### src/rtl/bus_matrix_pkg.sv
// -----------------------------------------------------------------------------
// bus_matrix_pkg
// Shared types and constants for the programmable bus-matrix address decoder.
//   region_cfg_t    : one programmable address region (start/end inclusive,
//                     target slave index, secure-only flag, enable).
//   cfg_field_e     : selects which part of a region a config write updates.
//   ATTR_*          : bit positions inside the attribute write word.
//   apply_cfg_write : returns a region with one field replaced by write data.
// Region addresses are held at the maximum supported width (64 bits) so the
// package stays independent of the decoder's ADDR_WIDTH parameter.
// -----------------------------------------------------------------------------
package bus_matrix_pkg;

  localparam int MAX_ADDR_W = 64;
  localparam int SLV_IDX_W  = 4;

  typedef struct packed {
    logic [MAX_ADDR_W-1:0] start;
    logic [MAX_ADDR_W-1:0] end_addr;
    logic [SLV_IDX_W-1:0]  slave_idx;
    logic                  secure;
    logic                  enable;
  } region_cfg_t;

  typedef enum logic [1:0] {
    CFG_FIELD_START = 2'd0,
    CFG_FIELD_END   = 2'd1,
    CFG_FIELD_ATTR  = 2'd2,
    CFG_FIELD_RSVD  = 2'd3
  } cfg_field_e;

  localparam int ATTR_EN_BIT  = 0;
  localparam int ATTR_SEC_BIT = 1;
  localparam int ATTR_SLV_LSB = 2;
  localparam int ATTR_SLV_MSB = 5;

  // Replace the selected field of a region; the reserved field leaves it intact.
  function automatic region_cfg_t apply_cfg_write(input region_cfg_t cur,
                                                  input cfg_field_e  field,
                                                  input logic [MAX_ADDR_W-1:0] wdata);
    region_cfg_t nxt;
    nxt = cur;
    case (field)
      CFG_FIELD_START: nxt.start    = wdata;
      CFG_FIELD_END:   nxt.end_addr = wdata;
      CFG_FIELD_ATTR: begin
        nxt.enable    = wdata[ATTR_EN_BIT];
        nxt.secure    = wdata[ATTR_SEC_BIT];
        nxt.slave_idx = wdata[ATTR_SLV_MSB:ATTR_SLV_LSB];
      end
      default: nxt = cur;
    endcase
    return nxt;
  endfunction

endpackage

### src/rtl/bus_matrix_region_match.sv
// -----------------------------------------------------------------------------
// bus_matrix_region_match
// Purely combinational priority match of one address against the region table.
// A region matches when enabled and start <= addr <= end (unsigned). A region
// with start > end can never satisfy both bounds, so it never matches.
// The lowest-numbered matching region wins.
// Ports:
//   i_table     : region table (N_REGIONS entries)
//   i_addr      : address to decode
//   o_hit       : at least one region matched
//   o_slave_idx : slave index of the winning region
//   o_secure    : secure-only flag of the winning region
// -----------------------------------------------------------------------------
module bus_matrix_region_match
  import bus_matrix_pkg::*;
#(
  parameter int N_REGIONS  = 8,
  parameter int ADDR_WIDTH = 32
) (
  input  region_cfg_t [N_REGIONS-1:0] i_table,
  input  logic [ADDR_WIDTH-1:0]       i_addr,
  output logic                        o_hit,
  output logic [SLV_IDX_W-1:0]        o_slave_idx,
  output logic                        o_secure
);

  logic [MAX_ADDR_W-1:0] w_addr_ext;
  logic [N_REGIONS-1:0]  w_match;

  // Compare at full region width so the stored upper bits still take part.
  assign w_addr_ext = MAX_ADDR_W'(i_addr);

  // Per-region inclusive bound check.
  always_comb begin
    w_match = {N_REGIONS{1'b0}};
    for (int i = 0; i < N_REGIONS; i++) begin
      w_match[i] = i_table[i].enable &&
                   (i_table[i].start <= w_addr_ext) &&
                   (w_addr_ext <= i_table[i].end_addr);
    end
  end

  // Scan from the top down so the lowest matching index overwrites the rest.
  always_comb begin
    o_hit       = 1'b0;
    o_slave_idx = {SLV_IDX_W{1'b0}};
    o_secure    = 1'b0;
    for (int i = N_REGIONS - 1; i >= 0; i--) begin
      o_hit       = o_hit | w_match[i];
      o_slave_idx = w_match[i] ? i_table[i].slave_idx : o_slave_idx;
      o_secure    = w_match[i] ? i_table[i].secure    : o_secure;
    end
  end

endmodule

### src/rtl/bus_matrix_prog_decoder.sv
// -----------------------------------------------------------------------------
// bus_matrix_prog_decoder
// Programmable address decoder for a bus matrix. Each accepted request is
// decoded against a register-held region table and the one-hot slave select
// (or a decode/security error) is presented one cycle later on a
// valid/ready response channel. Error responses are logged (first address and
// type, saturating count). The region table is writable field by field until
// the lock bit is set.
// Ports:
//   clk_i, rst_ni                 : clock, async active-low reset
//   req_valid_i/req_ready_o       : request handshake, req_addr_i, req_secure_i
//   rsp_valid_o/rsp_ready_i       : response handshake
//   rsp_slave_sel_o               : one-hot target, zero on error
//   rsp_dec_err_o, rsp_sec_err_o  : decode miss / security violation
//   cfg_we_i, cfg_idx_i, cfg_field_i, cfg_wdata_i : region table write port
//   cfg_lock_i                    : sets the sticky lock bit
//   cfg_err_o                     : one-cycle pulse for a rejected write
//   err_valid_o, err_addr_o, err_type_o, err_count_o, err_clr_i : error log
// -----------------------------------------------------------------------------
module bus_matrix_prog_decoder
  import bus_matrix_pkg::*;
#(
  parameter int                          M_SLAVES            = 4,
  parameter int                          ADDR_WIDTH          = 32,
  parameter int                          N_REGIONS           = 8,
  parameter region_cfg_t [N_REGIONS-1:0] RESET_MAP           = '0,
  parameter int                          USE_DEFAULT_SLAVE   = 0,
  parameter int                          DEFAULT_SLAVE_INDEX = 0
) (
  input  logic                  clk_i,
  input  logic                  rst_ni,
  input  logic                  req_valid_i,
  output logic                  req_ready_o,
  input  logic [ADDR_WIDTH-1:0] req_addr_i,
  input  logic                  req_secure_i,
  output logic                  rsp_valid_o,
  input  logic                  rsp_ready_i,
  output logic [M_SLAVES-1:0]   rsp_slave_sel_o,
  output logic                  rsp_dec_err_o,
  output logic                  rsp_sec_err_o,
  input  logic                  cfg_we_i,
  input  logic [((N_REGIONS > 1) ? $clog2(N_REGIONS) : 1)-1:0] cfg_idx_i,
  input  logic [1:0]            cfg_field_i,
  input  logic [ADDR_WIDTH-1:0] cfg_wdata_i,
  input  logic                  cfg_lock_i,
  output logic                  cfg_err_o,
  output logic                  err_valid_o,
  output logic [ADDR_WIDTH-1:0] err_addr_o,
  output logic                  err_type_o,
  output logic [7:0]            err_count_o,
  input  logic                  err_clr_i
);

  localparam int IDX_W     = (N_REGIONS > 1) ? $clog2(N_REGIONS) : 1;
  localparam int IDX_SPACE = 1 << IDX_W;
  // Table lookups instead of magnitude compares: bit k set when index k exists.
  localparam logic [IDX_SPACE-1:0] IDX_VALID_MASK = IDX_SPACE'((64'd1 << N_REGIONS) - 64'd1);
  localparam logic [15:0]          SLV_VALID_MASK = 16'((32'd1 << M_SLAVES) - 32'd1);
  localparam logic [M_SLAVES-1:0]  SEL_ONE        = M_SLAVES'(1'b1);

  region_cfg_t [N_REGIONS-1:0] r_table;
  logic                  r_lock;
  logic                  r_cfg_err;
  logic                  r_rsp_valid;
  logic [M_SLAVES-1:0]   r_rsp_sel;
  logic                  r_rsp_dec_err;
  logic                  r_rsp_sec_err;
  logic [ADDR_WIDTH-1:0] r_rsp_addr;
  logic                  r_err_valid;
  logic [ADDR_WIDTH-1:0] r_err_addr;
  logic                  r_err_type;
  logic [7:0]            r_err_count;

  logic                  w_hit;
  logic [SLV_IDX_W-1:0]  w_win_slave;
  logic                  w_win_secure;
  logic [M_SLAVES-1:0]   w_sel;
  logic                  w_dec_err;
  logic                  w_sec_err;
  logic                  w_req_fire;
  logic                  w_rsp_fire;
  logic                  w_err_fire;
  logic                  w_cfg_bad;
  logic                  w_cfg_wr;
  logic                  w_cfg_reject;

  bus_matrix_region_match #(
    .N_REGIONS  (N_REGIONS),
    .ADDR_WIDTH (ADDR_WIDTH)
  ) u_match (
    .i_table     (r_table),
    .i_addr      (req_addr_i),
    .o_hit       (w_hit),
    .o_slave_idx (w_win_slave),
    .o_secure    (w_win_secure)
  );

  // The response register empties whenever the consumer takes it, so a new
  // request can be accepted in the same cycle (full throughput).
  assign req_ready_o = !r_rsp_valid || rsp_ready_i;
  assign w_req_fire  = req_valid_i && req_ready_o;
  assign w_rsp_fire  = r_rsp_valid && rsp_ready_i;
  assign w_err_fire  = w_rsp_fire && (r_rsp_dec_err || r_rsp_sec_err);

  // Config write qualification: out-of-range index, reserved field or lock.
  assign w_cfg_bad    = !IDX_VALID_MASK[cfg_idx_i] || (cfg_field_i == 2'd3);
  assign w_cfg_wr     = cfg_we_i && !r_lock && !w_cfg_bad;
  assign w_cfg_reject = cfg_we_i && (r_lock || w_cfg_bad);

  // Turn the match result into select/error; security is checked before index range.
  always_comb begin
    w_sel     = {M_SLAVES{1'b0}};
    w_dec_err = 1'b0;
    w_sec_err = 1'b0;
    if (w_hit) begin
      if (w_win_secure && !req_secure_i) begin
        w_sec_err = 1'b1;
      end else if (!SLV_VALID_MASK[w_win_slave]) begin
        w_dec_err = 1'b1;
      end else begin
        w_sel = SEL_ONE << w_win_slave;
      end
    end else if (USE_DEFAULT_SLAVE != 0) begin
      if (DEFAULT_SLAVE_INDEX < M_SLAVES) begin
        w_sel = SEL_ONE << DEFAULT_SLAVE_INDEX;
      end else begin
        w_dec_err = 1'b1;
      end
    end else begin
      w_dec_err = 1'b1;
    end
  end

  // Region table: decode above always sees the pre-write contents.
  always_ff @(posedge clk_i or negedge rst_ni) begin
    if (!rst_ni) begin
      r_table <= RESET_MAP;
    end else if (w_cfg_wr) begin
      r_table[cfg_idx_i] <= apply_cfg_write(r_table[cfg_idx_i], cfg_field_e'(cfg_field_i),
                                            MAX_ADDR_W'(cfg_wdata_i));
    end
  end

  // Sticky lock bit and rejected-write pulse.
  always_ff @(posedge clk_i or negedge rst_ni) begin
    if (!rst_ni) begin
      r_lock    <= 1'b0;
      r_cfg_err <= 1'b0;
    end else begin
      r_lock    <= r_lock | cfg_lock_i;
      r_cfg_err <= w_cfg_reject;
    end
  end

  // Response register: load on accept, hold under back-pressure, drop when taken.
  always_ff @(posedge clk_i or negedge rst_ni) begin
    if (!rst_ni) begin
      r_rsp_valid   <= 1'b0;
      r_rsp_sel     <= {M_SLAVES{1'b0}};
      r_rsp_dec_err <= 1'b0;
      r_rsp_sec_err <= 1'b0;
      r_rsp_addr    <= {ADDR_WIDTH{1'b0}};
    end else if (w_req_fire) begin
      r_rsp_valid   <= 1'b1;
      r_rsp_sel     <= w_sel;
      r_rsp_dec_err <= w_dec_err;
      r_rsp_sec_err <= w_sec_err;
      r_rsp_addr    <= req_addr_i;
    end else if (rsp_ready_i) begin
      r_rsp_valid   <= 1'b0;
    end
  end

  // Error log: clear wins over capture; count saturates at 255.
  always_ff @(posedge clk_i or negedge rst_ni) begin
    if (!rst_ni) begin
      r_err_valid <= 1'b0;
      r_err_addr  <= {ADDR_WIDTH{1'b0}};
      r_err_type  <= 1'b0;
      r_err_count <= 8'd0;
    end else if (err_clr_i) begin
      r_err_valid <= 1'b0;
      r_err_addr  <= {ADDR_WIDTH{1'b0}};
      r_err_type  <= 1'b0;
      r_err_count <= 8'd0;
    end else if (w_err_fire) begin
      if (!r_err_valid) begin
        r_err_valid <= 1'b1;
        r_err_addr  <= r_rsp_addr;
        r_err_type  <= r_rsp_sec_err;
      end
      if (r_err_count != 8'hFF) begin
        r_err_count <= r_err_count + 8'd1;
      end
    end
  end

  assign rsp_valid_o     = r_rsp_valid;
  assign rsp_slave_sel_o = r_rsp_sel;
  assign rsp_dec_err_o   = r_rsp_dec_err;
  assign rsp_sec_err_o   = r_rsp_sec_err;
  assign cfg_err_o       = r_cfg_err;
  assign err_valid_o     = r_err_valid;
  assign err_addr_o      = r_err_addr;
  assign err_type_o      = r_err_type;
  assign err_count_o     = r_err_count;

endmodule

### config.mk
export PLATFORM = sky130hd
export DESIGN_NAME = bus_matrix_prog_decoder
export DESIGN_NICKNAME = d
export VERILOG_FILES = /design/src/rtl/bus_matrix_pkg.sv /design/src/rtl/bus_matrix_region_match.sv /design/src/rtl/bus_matrix_prog_decoder.sv
export SDC_FILE = /design/constraint.sdc
export NUM_CORES = 2
export LEC_CHECK = 0
export CAP_MARGIN = 10
export CORE_MARGIN = 4
export CORE_UTILIZATION = 57
export DETAILED_ROUTE_END_ITERATION = 10
export PLACE_DENSITY = 0.73
export SLEW_MARGIN = 25
export SYNTH_ARGS = -nofsm -noshare
export SYNTH_HDL_FRONTEND = slang
export SYNTH_SLANG_ARGS = --single-unit
### constraint.sdc
create_clock -name clk_i -period 3.44 [get_ports clk_i]
set_clock_uncertainty 0.2 [all_clocks]
set_input_delay 1.032 -clock clk_i [delete_from_list [all_inputs] [get_ports clk_i]]
set_output_delay 1.032 -clock clk_i [all_outputs]
set_load 0.03 [all_outputs]
==> flow_metrics.env <==
export IMPL_layout_nets=7946
export IMPL_drt_pass1_iterations=8
export IMPL_drive_gt1_frac=0.344
export IMPL_max_slew_margin=0.340
export IMPL_fmax_mhz=256
export IMPL_placementRows=124
export IMPL_start_kind="input pin"
export IMPL_leakage_nw=40.0
export IMPL_die_y_microns=347
export IMPL_cts_buffer_depth=3
export IMPL_synth_fp_nets=6832
export IMPL_ys_flop_type="dfrtp_1"
export IMPL_ys_ff_latch=1155
export IMPL_synth_edff_count=0
export IMPL_cp_required_ns=3.89
export IMPL_min_period_over_period=1.13
export IMPL_numPortBuffers=127
export IMPL_cts_sinks=1155
export IMPL_yosysWarnings=0
export IMPL_crit_path_max_incr_delay_ns=0.42
export IMPL_path_class="in2reg"
export IMPL_yosysSeqAreaShare=0.442
export IMPL_grt_pass1_wl_microns=375000
export IMPL_fin_ws_ns=-0.463
export IMPL_total_power_w=0.0328
export IMPL_core_sq_um=114000
export IMPL_vias_per_cell=6.61
export IMPL_crit_path_max_fanout=6
export IMPL_final_setup_viol_count=6
export IMPL_arrival_ns=4.35
export IMPL_cts_tree="yes"
export IMPL_async_flop_share=1.00
export IMPL_power_per_cell_area_nw_per_um2=384
export IMPL_final_max_slew_viol_count=0
export IMPL_drtAntennaViolNets=0
export IMPL_path_common_cell="buf_6"
export IMPL_start_util=0.573
export IMPL_status="finished, violations left"
export IMPL_area_delta_synth_final_pct=30.4
export IMPL_grt_max_degree=103
export IMPL_grtUsageTotal=0.409
export IMPL_ys_types=92
export IMPL_ir_drop_mv=0.507
export IMPL_period_needed_ns=3.90
export IMPL_cts_made_buffers=130
export IMPL_min_delay_path_class="in2async"
export IMPL_ioPinCount=128
export IMPL_endpoint_kind="flop"
export IMPL_postSynthAreaPerCell_sq_um=10.5
export IMPL_clkLatencyLatePin_ns=0.77
export IMPL_rsz0062_at_grt="true"
export IMPL_final_hold_viol_count=0
export IMPL_dpl_hpwl_microns=179000
export IMPL_die_w_microns=347
export IMPL_slowest_stage="a2111o_1"
export IMPL_drc=0
export IMPL_maxCapViolCount=0
export IMPL_clk_pin_slew_ns=0.06
export IMPL_place_area_sq_um=78300
export IMPL_routedWlPerCell_microns=28.0
export IMPL_gp_congestion=1.06
export IMPL_violations="setup timing"
export IMPL_finalWirelength_microns=251000
export IMPL_finalInstanceArea_sq_um=85300
export IMPL_syn_inst=6242
export IMPL_tightest_slew_ns=0.982
export IMPL_antenna_found_initial=7
export IMPL_path_cells="buf_6, clkinvlp_4, buf_6, ha_4, nand4_1, nor4_2, buf_4, nand2b_4, a21oi_2, buf_4, a2111o_1, buf_6, a211o_1, a41o_1, and4_4, a32o_1"
export IMPL_drt_iter0_markers=6980
export IMPL_vias=59200
export IMPL_cts_root_buf="clkbuf_16"
export IMPL_overflow=0
export IMPL_cts_max_level=4
export IMPL_syn_area_sq_um=65400
export IMPL_first_global_vias=60200
export IMPL_dieArea_sq_um=120000
[worst max-delay path, delay by kind of cell]
kind            cells  cell delay [ns]
compound gates      5             1.20
fa+ha+maj           1             0.26
buf+inv             6             0.93
simple gates        4             0.91
[cell usage after synthesis (42+ instances only)]
cell type	instances	area, sq um
nand2_1	699	2620
clkbuf_1	322	1210
a22o_1	64	561
mux2i_1	136	1360
a21oi_1	365	1830
dfrtp_1	1155	28900
a22oi_1	77	578
mux2_2	692	7790
inv_1	311	1170
nand3_1	60	300
o31ai_1	471	3540
nor4_1	127	795
ha_1	513	6420
a211oi_1	52	390
nand4_1	132	826
a221oi_1	129	1130
o21ai_0	156	781
buf_2	42	210
nor2_1	281	1050
[power by group]
| group | total (W) | switching [W] | internal (W) |
|---|---|---|---|
| Clock | 0.0139 | 0.00584 | 0.00802 |
| Sequential | 0.0142 | 0.000283 | 0.0139 |
| Combinational | 0.00474 | 0.00282 | 0.00191 |
[cells by family (layout without fill, tap and decap cells)]
kind of cell | count (synthesis) | after routing | synth area share
buffers and inverters | 709 | 1908 | 0.0416
AOI/OAI and AO/OA | 1530 | 1532 | 0.161
DFF | 1155 | 1155 | 0.442
muxes | 869 | 869 | 0.154
other | 0 | 4 | 0
adders and majority gates | 513 | 513 | 0.0981
and+or+nand+nor | 1459 | 1459 | 0.103
xor gates and xnor gates | 7 | 7 | 0.000937
[final timing paths]
| kind | cells after the start | to | slack, ns | from |
|---|---|---|---|---|
| worst max register to register | 14 | rsp_slave_sel_o[3] | -0.33 | r_table[238] |
| max in group asynchronous | 2 | r_table[869] | 1.99 | rst_ni |
| worst min register to register | 1 | r_lock | 0.28 | r_lock |
| worst min-delay path | 1 | r_table[120] | 0.08 | rst_ni |
| worst max-delay path | 16 | rsp_slave_sel_o[3] | -0.46 | req_addr_i[11] |
| min in group clk_i | 1 | r_lock | 0.28 | r_lock |
[state kept, by name (all words and copies together) (netlist names)]
| name | cells |
|---|---|
| err_addr_o | 32 |
| r_lock | 1 |
| rsp_valid_o | 1 |
| err_type_o | 1 |
| cfg_err_o | 1 |
| err_count_o | 8 |
| err_valid_o | 1 |
| r_table | 1072 |
| r_rsp_addr | 32 |
| rsp_sec_err_o | 1 |
| rsp_dec_err_o | 1 |
| rsp_slave_sel_o | 4 |
[metal layers]
| metal | share of wire | vias up | global-route usage |
|---|---|---|---|
| met4 | 0.088 | 4 | 0.295 |
| met3 | 0.092 | 1058 | 0.0883 |
| met5 | 0.000096 | - | 0 |
| li1 | - | 25600 | - |
| met2 | 0.44 | 3263 | 0.623 |
| met1 | 0.38 | 29300 | 0.518 |
[cells in the final DEF (no fill, tap or decap), types with 14 or more instances in the layout]
master	instances
a211oi_1	42
a21o_1	38
a21oi_1	335
a21oi_2	26
a221oi_1	87
a221oi_2	43
a22o_1	64
a22oi_1	76
a31oi_1	18
buf_12	145
buf_4	1039
buf_6	73
clkbuf_1	35
clkbuf_16	134
clkbuf_8	19
clkdlybuf4s50_1	90
clkinv_2	14
clkinvlp_4	21
dfrtp_1	1155
ha_1	422
ha_4	90
inv_1	282
mux2_2	692
mux2i_1	136
mux4_2	41
nand2_1	685
nand2b_1	14
nand3_1	52
nand4_1	132
nor2_1	271
nor2b_1	18
nor3_1	23
nor4_1	114
o211ai_1	35
o21ai_0	131
o21ai_1	28
o22ai_1	19
o31ai_1	466
[repair_timing]
item | in CTS | in global routing
gates cloned | 3 | 0
pin swaps | 155 | 79
setup buffers | 79 | 31
gates resized for setup | 385 | 122
hold buffers | 0 | 0
setup endpoints to repair | 6 | 6
[layout make-up]
| class | instances | area (sq um) |
|---|---|---|
| multi-input cells | 4380 | 36400 |
| fillers | 7853 | 28900 |
| flip-flops and latches | 1155 | 28900 |
| repair buffers | 1377 | 12700 |
| clock buffers | 188 | 3750 |
| well taps | 1512 | 1890 |
| inverters | 312 | 1250 |
| clock inverters | 31 | 404 |
| diodes | 4 | 10.0 |
[per-stage QoR]
| step | hold WS [ns] | TNS (ns) | worst slack, ns | utilization | instances |
|---|---|---|---|---|---|
| 2_1_floorplan | 0.240 | -2.34 | -0.413 | - | 6242 |
| 3_3_place_gp | 0.265 | -15.02 | -1.85 | 0.686 | 8637 |
| 3_5_place_dp | 0.269 | -14.46 | -1.82 | 0.686 | 8638 |
| 4_1_cts | 0.0575 | -1.98 | -0.391 | 0.741 | 8937 |
| 6_report | 0.0771 | -2.40 | -0.463 | 0.747 | 8959 |
| 5_1_grt | 0.0831 | -2.87 | -0.500 | 0.747 | 8955 |
Power figures use the tool's default switching activity.
